`src/rtl/psp_pkg.sv`:
```
// Shared types and default parameters for the PSP burst sequencer.
package psp_pkg;

    typedef enum logic [1:0] {
        ST_IDLE = 2'd0,
        ST_RUN  = 2'd1,
        ST_DONE = 2'd2
    } psp_state_e;

    localparam int         PSP_WIDTH = 3;
    localparam logic [2:0] PSP_TAPS  = 3'b111;
    localparam logic [2:0] PSP_SEED  = 3'b100;
    localparam int         PSP_CNT_W = 8;

endpackage

```
`src/rtl/psp_lfsr.sv`:
```
// Fibonacci LFSR: shifts left with the masked-XOR feedback entering at bit 0.
module psp_lfsr
    import psp_pkg::*;
#(
    parameter int               WIDTH = PSP_WIDTH,
    parameter logic [WIDTH-1:0] TAPS  = PSP_TAPS,
    parameter logic [WIDTH-1:0] SEED  = PSP_SEED
) (
    input  logic             clk,
    input  logic             rst,
    input  logic             step,
    input  logic             load,
    input  logic [WIDTH-1:0] load_val,
    output logic [WIDTH-1:0] state
);

    logic [WIDTH-1:0] state_q, state_d;

    always_comb begin
        state_d = state_q;
        if (load) begin
            state_d = load_val;
        end else if (step) begin
            state_d = {state_q[WIDTH-2:0], ^(state_q & TAPS)};
        end
    end

    always_ff @(posedge clk or posedge rst) begin
        if (rst) begin
            state_q <= SEED;
        end else begin
            state_q <= state_d;
        end
    end

    assign state = state_q;

endmodule

```
`src/rtl/psp_burst_ctrl.sv`:
```
// Emits exactly len LFSR bits per start over a valid/ready stream, with
// abort, seed reload and rejection of the all-zero lock-up seed.
module psp_burst_ctrl
    import psp_pkg::*;
#(
    parameter int               WIDTH = PSP_WIDTH,
    parameter logic [WIDTH-1:0] TAPS  = PSP_TAPS,
    parameter logic [WIDTH-1:0] SEED  = PSP_SEED,
    parameter int               CNT_W = PSP_CNT_W
) (
    input  logic             clk,
    input  logic             rst,
    input  logic             start,
    input  logic [CNT_W-1:0] len,
    input  logic             abort,
    input  logic             seed_load,
    input  logic [WIDTH-1:0] seed_in,
    output logic             out_valid,
    input  logic             out_ready,
    output logic             out_bit,
    output logic             busy,
    output logic             done,
    output logic             lockup
);

    psp_state_e       fsm_q, fsm_d;
    logic [CNT_W-1:0] cnt_q, cnt_d;
    logic             valid_q, valid_d;
    logic             busy_q, busy_d;
    logic             done_q, done_d;
    logic             lockup_q, lockup_d;
    logic             xfer;
    logic             seed_ld;
    logic             lfsr_load;
    logic [WIDTH-1:0] lfsr_state;

    assign xfer    = valid_q && out_ready;
    assign seed_ld = seed_load && (fsm_q == ST_IDLE);
    // A zero seed would freeze the LFSR, so it is refused rather than loaded.
    assign lfsr_load = seed_ld && (seed_in != '0);

    psp_lfsr #(
        .WIDTH (WIDTH),
        .TAPS  (TAPS),
        .SEED  (SEED)
    ) u_lfsr (
        .clk      (clk),
        .rst      (rst),
        .step     (xfer),
        .load     (lfsr_load),
        .load_val (seed_in),
        .state    (lfsr_state)
    );

    always_ff @(posedge clk or posedge rst) begin
        if (rst) begin
            fsm_q    <= ST_IDLE;
            cnt_q    <= '0;
            valid_q  <= 1'b0;
            busy_q   <= 1'b0;
            done_q   <= 1'b0;
            lockup_q <= 1'b0;
        end else begin
            fsm_q    <= fsm_d;
            cnt_q    <= cnt_d;
            valid_q  <= valid_d;
            busy_q   <= busy_d;
            done_q   <= done_d;
            lockup_q <= lockup_d;
        end
    end

    always_comb begin
        fsm_d = fsm_q;
        cnt_d = cnt_q;
        case (fsm_q)
            ST_IDLE: begin
                if (start) begin
                    cnt_d = len;
                    fsm_d = (len != '0) ? ST_RUN : ST_DONE;
                end
            end
            ST_RUN: begin
                if (xfer) begin
                    cnt_d = cnt_q - 1'b1;
                end
                // Abort wins over completion: a coinciding last transfer still
                // happens, but no done pulse follows.
                if (abort) begin
                    fsm_d = ST_IDLE;
                end else if (xfer && (cnt_q == CNT_W'(1))) begin
                    fsm_d = ST_DONE;
                end
            end
            ST_DONE: fsm_d = ST_IDLE;
            default: fsm_d = ST_IDLE;
        endcase
    end

    always_comb begin
        valid_d  = (fsm_d == ST_RUN);
        busy_d   = (fsm_d != ST_IDLE);
        done_d   = (fsm_d == ST_DONE);
        lockup_d = lockup_q;
        if (seed_ld) begin
            lockup_d = (seed_in == '0);
        end
    end

    // Only the MSB is streamed out; the lower bits just feed the shift.
    logic unused_state;
    assign unused_state = ^lfsr_state[WIDTH-2:0];

    assign out_valid = valid_q;
    assign out_bit   = lfsr_state[WIDTH-1];
    assign busy      = busy_q;
    assign done      = done_q;
    assign lockup    = lockup_q;

endmodule

```
`config.mk`:
```
export PLATFORM = sky130hd
export DESIGN_NAME = psp_burst_ctrl
export DESIGN_NICKNAME = d
export VERILOG_FILES = /design/src/rtl/psp_pkg.sv /design/src/rtl/psp_lfsr.sv /design/src/rtl/psp_burst_ctrl.sv
export SDC_FILE = /design/constraint.sdc
export NUM_CORES = 1
export LEC_CHECK = 0
export BUFFER_PORTS_ARGS = -buffer_cell sky130_fd_sc_hd__buf_4
export CAP_MARGIN = 20
export CORE_MARGIN = 5
export CORE_UTILIZATION = 30
export DETAILED_ROUTE_END_ITERATION = 7
export GPL_TIMING_DRIVEN = 0
export SYNTH_ARGS = -nofsm -noshare
export SYNTH_HDL_FRONTEND = slang
export SYNTH_SLANG_ARGS = --single-unit
export TNS_END_PERCENT = 5
```
`constraint.sdc`:
```
create_clock -name clk -period 2.55 [get_ports clk]
set_input_delay 0.6375 -clock clk [delete_from_list [all_inputs] [get_ports clk]]
set_output_delay 0.6375 -clock clk [all_outputs]
set_load 0.05 [all_outputs]
```
==> impl_metrics.ini <==
[final_layout]
nets = 149
drive_above_1_share_pct = 24.03
fillers = 324
diodes = 0
syn_to_final_growth_pct = 25.00

[sta]
final_hold_viol_count = 0
min_period_ns = 1.685
rsz0062_at_grt = false
finalSetupViolCount = 0
finalClockSkew_ns = 0.01144
setup_tns_ns = 0
slew_violations = 0
relSlewSlack_pct = 54.68
fmax_ghz = 0.5935
worstMarginPinSlew_ns = 0.6791
post-route-period-util_pct = 66.08

[floorplan]
num_io_pins = 22
fp.coreArea_mm2 = 0.003053
die_h_um = 66.45
start_util_pct = 31.31
die_area_mm2 = 0.004416
core.rowCount = 20
die_w_um = 66.45

[clock_tree]
cts_tree = done
clk_pin_slew_worst_paths_ns = 0.11
cts_hold_buf = 0
cts-buffers-inserted = 3
htree_levels = 1
cts_resized = 0
clock_path_buffers = 2
cts_sinks = 17
clockRootBuffer = clkbuf_4
postCtsSetupBuffers = 0
worstSkewPairLatency_ns = 0.29

[critical_path]
rr_worst_depth = 4
path_cells = buf_4
end_kind = output port
required_ns = 1.91
cp_slowest_cell = dfstp_2
slowest_delay_ns = 0.57
ff2ff_setup_slack_ns = 0.86
cp-start-kind = flop
cp_num_buf_inv = 1
critPathTopFamily = flip-flops
r2r_end = cnt_q[5]$_DFFE_PP0P_
crit_arrival_ns = 1.05
critPathMaxFanout = 3
r2r-start = cnt_q[2]$_DFFE_PP0P_
critical_path_class = flop to output port

[logic_synthesis]
ys_ff_latch = 17
synth_area_um2 = 955.9
synthAdderAreaFrac_pct = 2.618
postSynthAreaPerCell_um2 = 9.192
ys_top_cells_by_area = dfrtp_1 (42%), nor2_1 (5.9%), o21ai_0 (5.8%), a21oi_1 (3.7%), nand2b_1 (3.3%)
synth-edff-count = 0
synth_top_family_by_area = compound AO/OA/AOI/OAI gates
synth_top_area_share_pct = 41.88
synthMuxAreaShare_pct = 1.047
synthTopCellsByCount = dfrtp_1 (16), nor2_1 (15), o21ai_0 (11)
yosys.area.top_type = dfrtp_1
yosysUniqueCellTypes = 31
synth_compound_gate_area_share_pct = 23.56
synth_nets = 123
synthXorXnorAreaFrac_pct = 1.832
yosys.cell_count.top_type = dfrtp_1
synth_flop_cell = dfrtp_1
ys_warn_count = 0
async_flop_share_pct = 100.0
syn_inst = 104
yosysSeqAreaShare_pct = 44.63
yosys.area_share.simple_pct = 22.38

[power_and_ir_drop]
power_frac_comb_pct = 40.7
power.share.switching_pct = 41.15
finalPower_mw = 1.025
switching_power_mw = 0.4218
peakVddDrop_v = 0.0003589
p_clk_share_pct = 14.5
power_leakage_nw = 0.5259
p_per_area_mw_per_mm2 = 857.8
p_int_mw = 0.6032
p_seq_share_pct = 44.8

[route]
avgRoutedWirePerCell_um = 13.27
drc = 0
via_per_inst = 4.844
vias = 838
dr.pass1.iters = 4
wirelength_mm = 2.296
postRouteAntennaNets = 0
drtIter0Drc = 65

[outcome]
status = completed

[global_routing]
grt_start_max_net_pins = 18
grt_pass1_vias = 852
track_usage_pct = 11.65
antenna_found_initial = 0
overflow = 0
grt_pass1_wl_mm = 3.981

[place]
dpl.hpwl_mm = 1.743
globalplace.congestion = 0.8636
io_buffer_count = 21

[flow_run]
drv_cap = 0

[hold_path]
hp-class = input port to async pin
## layout make-up
cell class | count | area (µm²) | area share (%)
Buffer | 4 | 18.77 | 1.571
Clock buffer | 4 | 26.28 | 2.199
Inverter | 5 | 18.77 | 1.571
Multi-Input combinational cell | 78 | 491.7 | 41.15
Sequential cell | 17 | 426.7 | 35.71
Tap cell | 44 | 55.05 | 4.607
Timing Repair Buffer | 21 | 157.7 | 13.19
## cell families after synthesis
| kind of cell | Yosys count |
|---|---|
| simple gates | 39 |
| buf+inv | 9 |
| flops | 17 |
| compound gates | 34 |
| xor+xnor | 2 |
| fa+ha+maj | 2 |
| mux | 1 |
## state kept, by name (all words and copies together) (netlist names)
signal / count
busy: 1
done: 1
lockup: 1
cnt_q: 8
out_valid: 1
fsm_q: 2
u_lfsr.state: 3
## power by group through the flow
stage	clock network, mW	registers [mW]	logic, mW
after global routing	0.167	0.480	0.465
after CTS	0.154	0.460	0.418
after global placement	0	0.459	0.411
after detailed placement	0	0.466	0.416
after floorplan	0	0.494	0.265
final	0.148	0.459	0.418
## how the worst max path moves through the flow
stage | start | endpoint | slack, ns | depth (start not counted)
after global placement | seed_load | u_lfsr.state[1]$_DFFE_PP0P_ | 0.74 | 5
final | u_lfsr.state[2]$_DFFE_PP1P_ | out_bit | 0.86 | 1
after global routing | fsm_q[1]$_DFF_PP0_ | u_lfsr.state[1]$_DFFE_PP0P_ | 0.74 | 5
after detailed placement | seed_load | u_lfsr.state[1]$_DFFE_PP0P_ | 0.71 | 5
after CTS | u_lfsr.state[2]$_DFFE_PP1P_ | out_bit | 0.85 | 1
after floorplan | seed_load | u_lfsr.state[1]$_DFFE_PP0P_ | 0.98 | 4
## layer usage
metal | wire length, µm | global-route usage (%) | vias up
met1 | 1034 | 15.63 | 381
met2 | 1056 | 18.34 | 29
met3 | 172 | 2.698 | 4
met4 | 31 | 3.807 | 0
li1 | - | - | 424
met5 | 0 | 0 | -
## metrics by stage
step | area [µm²] | util, % | setup slack, ns | instances | hold slack [ns]
final | 1195 | 39.14 | 0.8650 | 173 | 0.4378
after global routing | 1195 | 39.14 | 0.7426 | 173 | 0.4843
after CTS | 1195 | 39.14 | 0.8469 | 173 | 0.4649
after detailed placement | 1169 | 38.28 | 0.7085 | 169 | 0.4948
after global placement | 1169 | 38.28 | 0.7372 | 169 | 0.4888
after floorplan | 955.9 | - | 0.9791 | 104 | 0.4848
## placed cells by master (no fill, tap or decap), types with 3 or more instances in the layout
cell type and instances:
nor2_1 15, buf_4 21, inv_1 5, o21ai_0 11
o2bb2ai_1 3, clkbuf_4 3, nor2b_1 4, a21oi_1 7
nand2b_1 5, a22oi_1 4, dfrtp_1 16, nand2_1 4
nor3_1 4, buf_2 3
No activity file was read; power rests on OpenSTA's default activity.
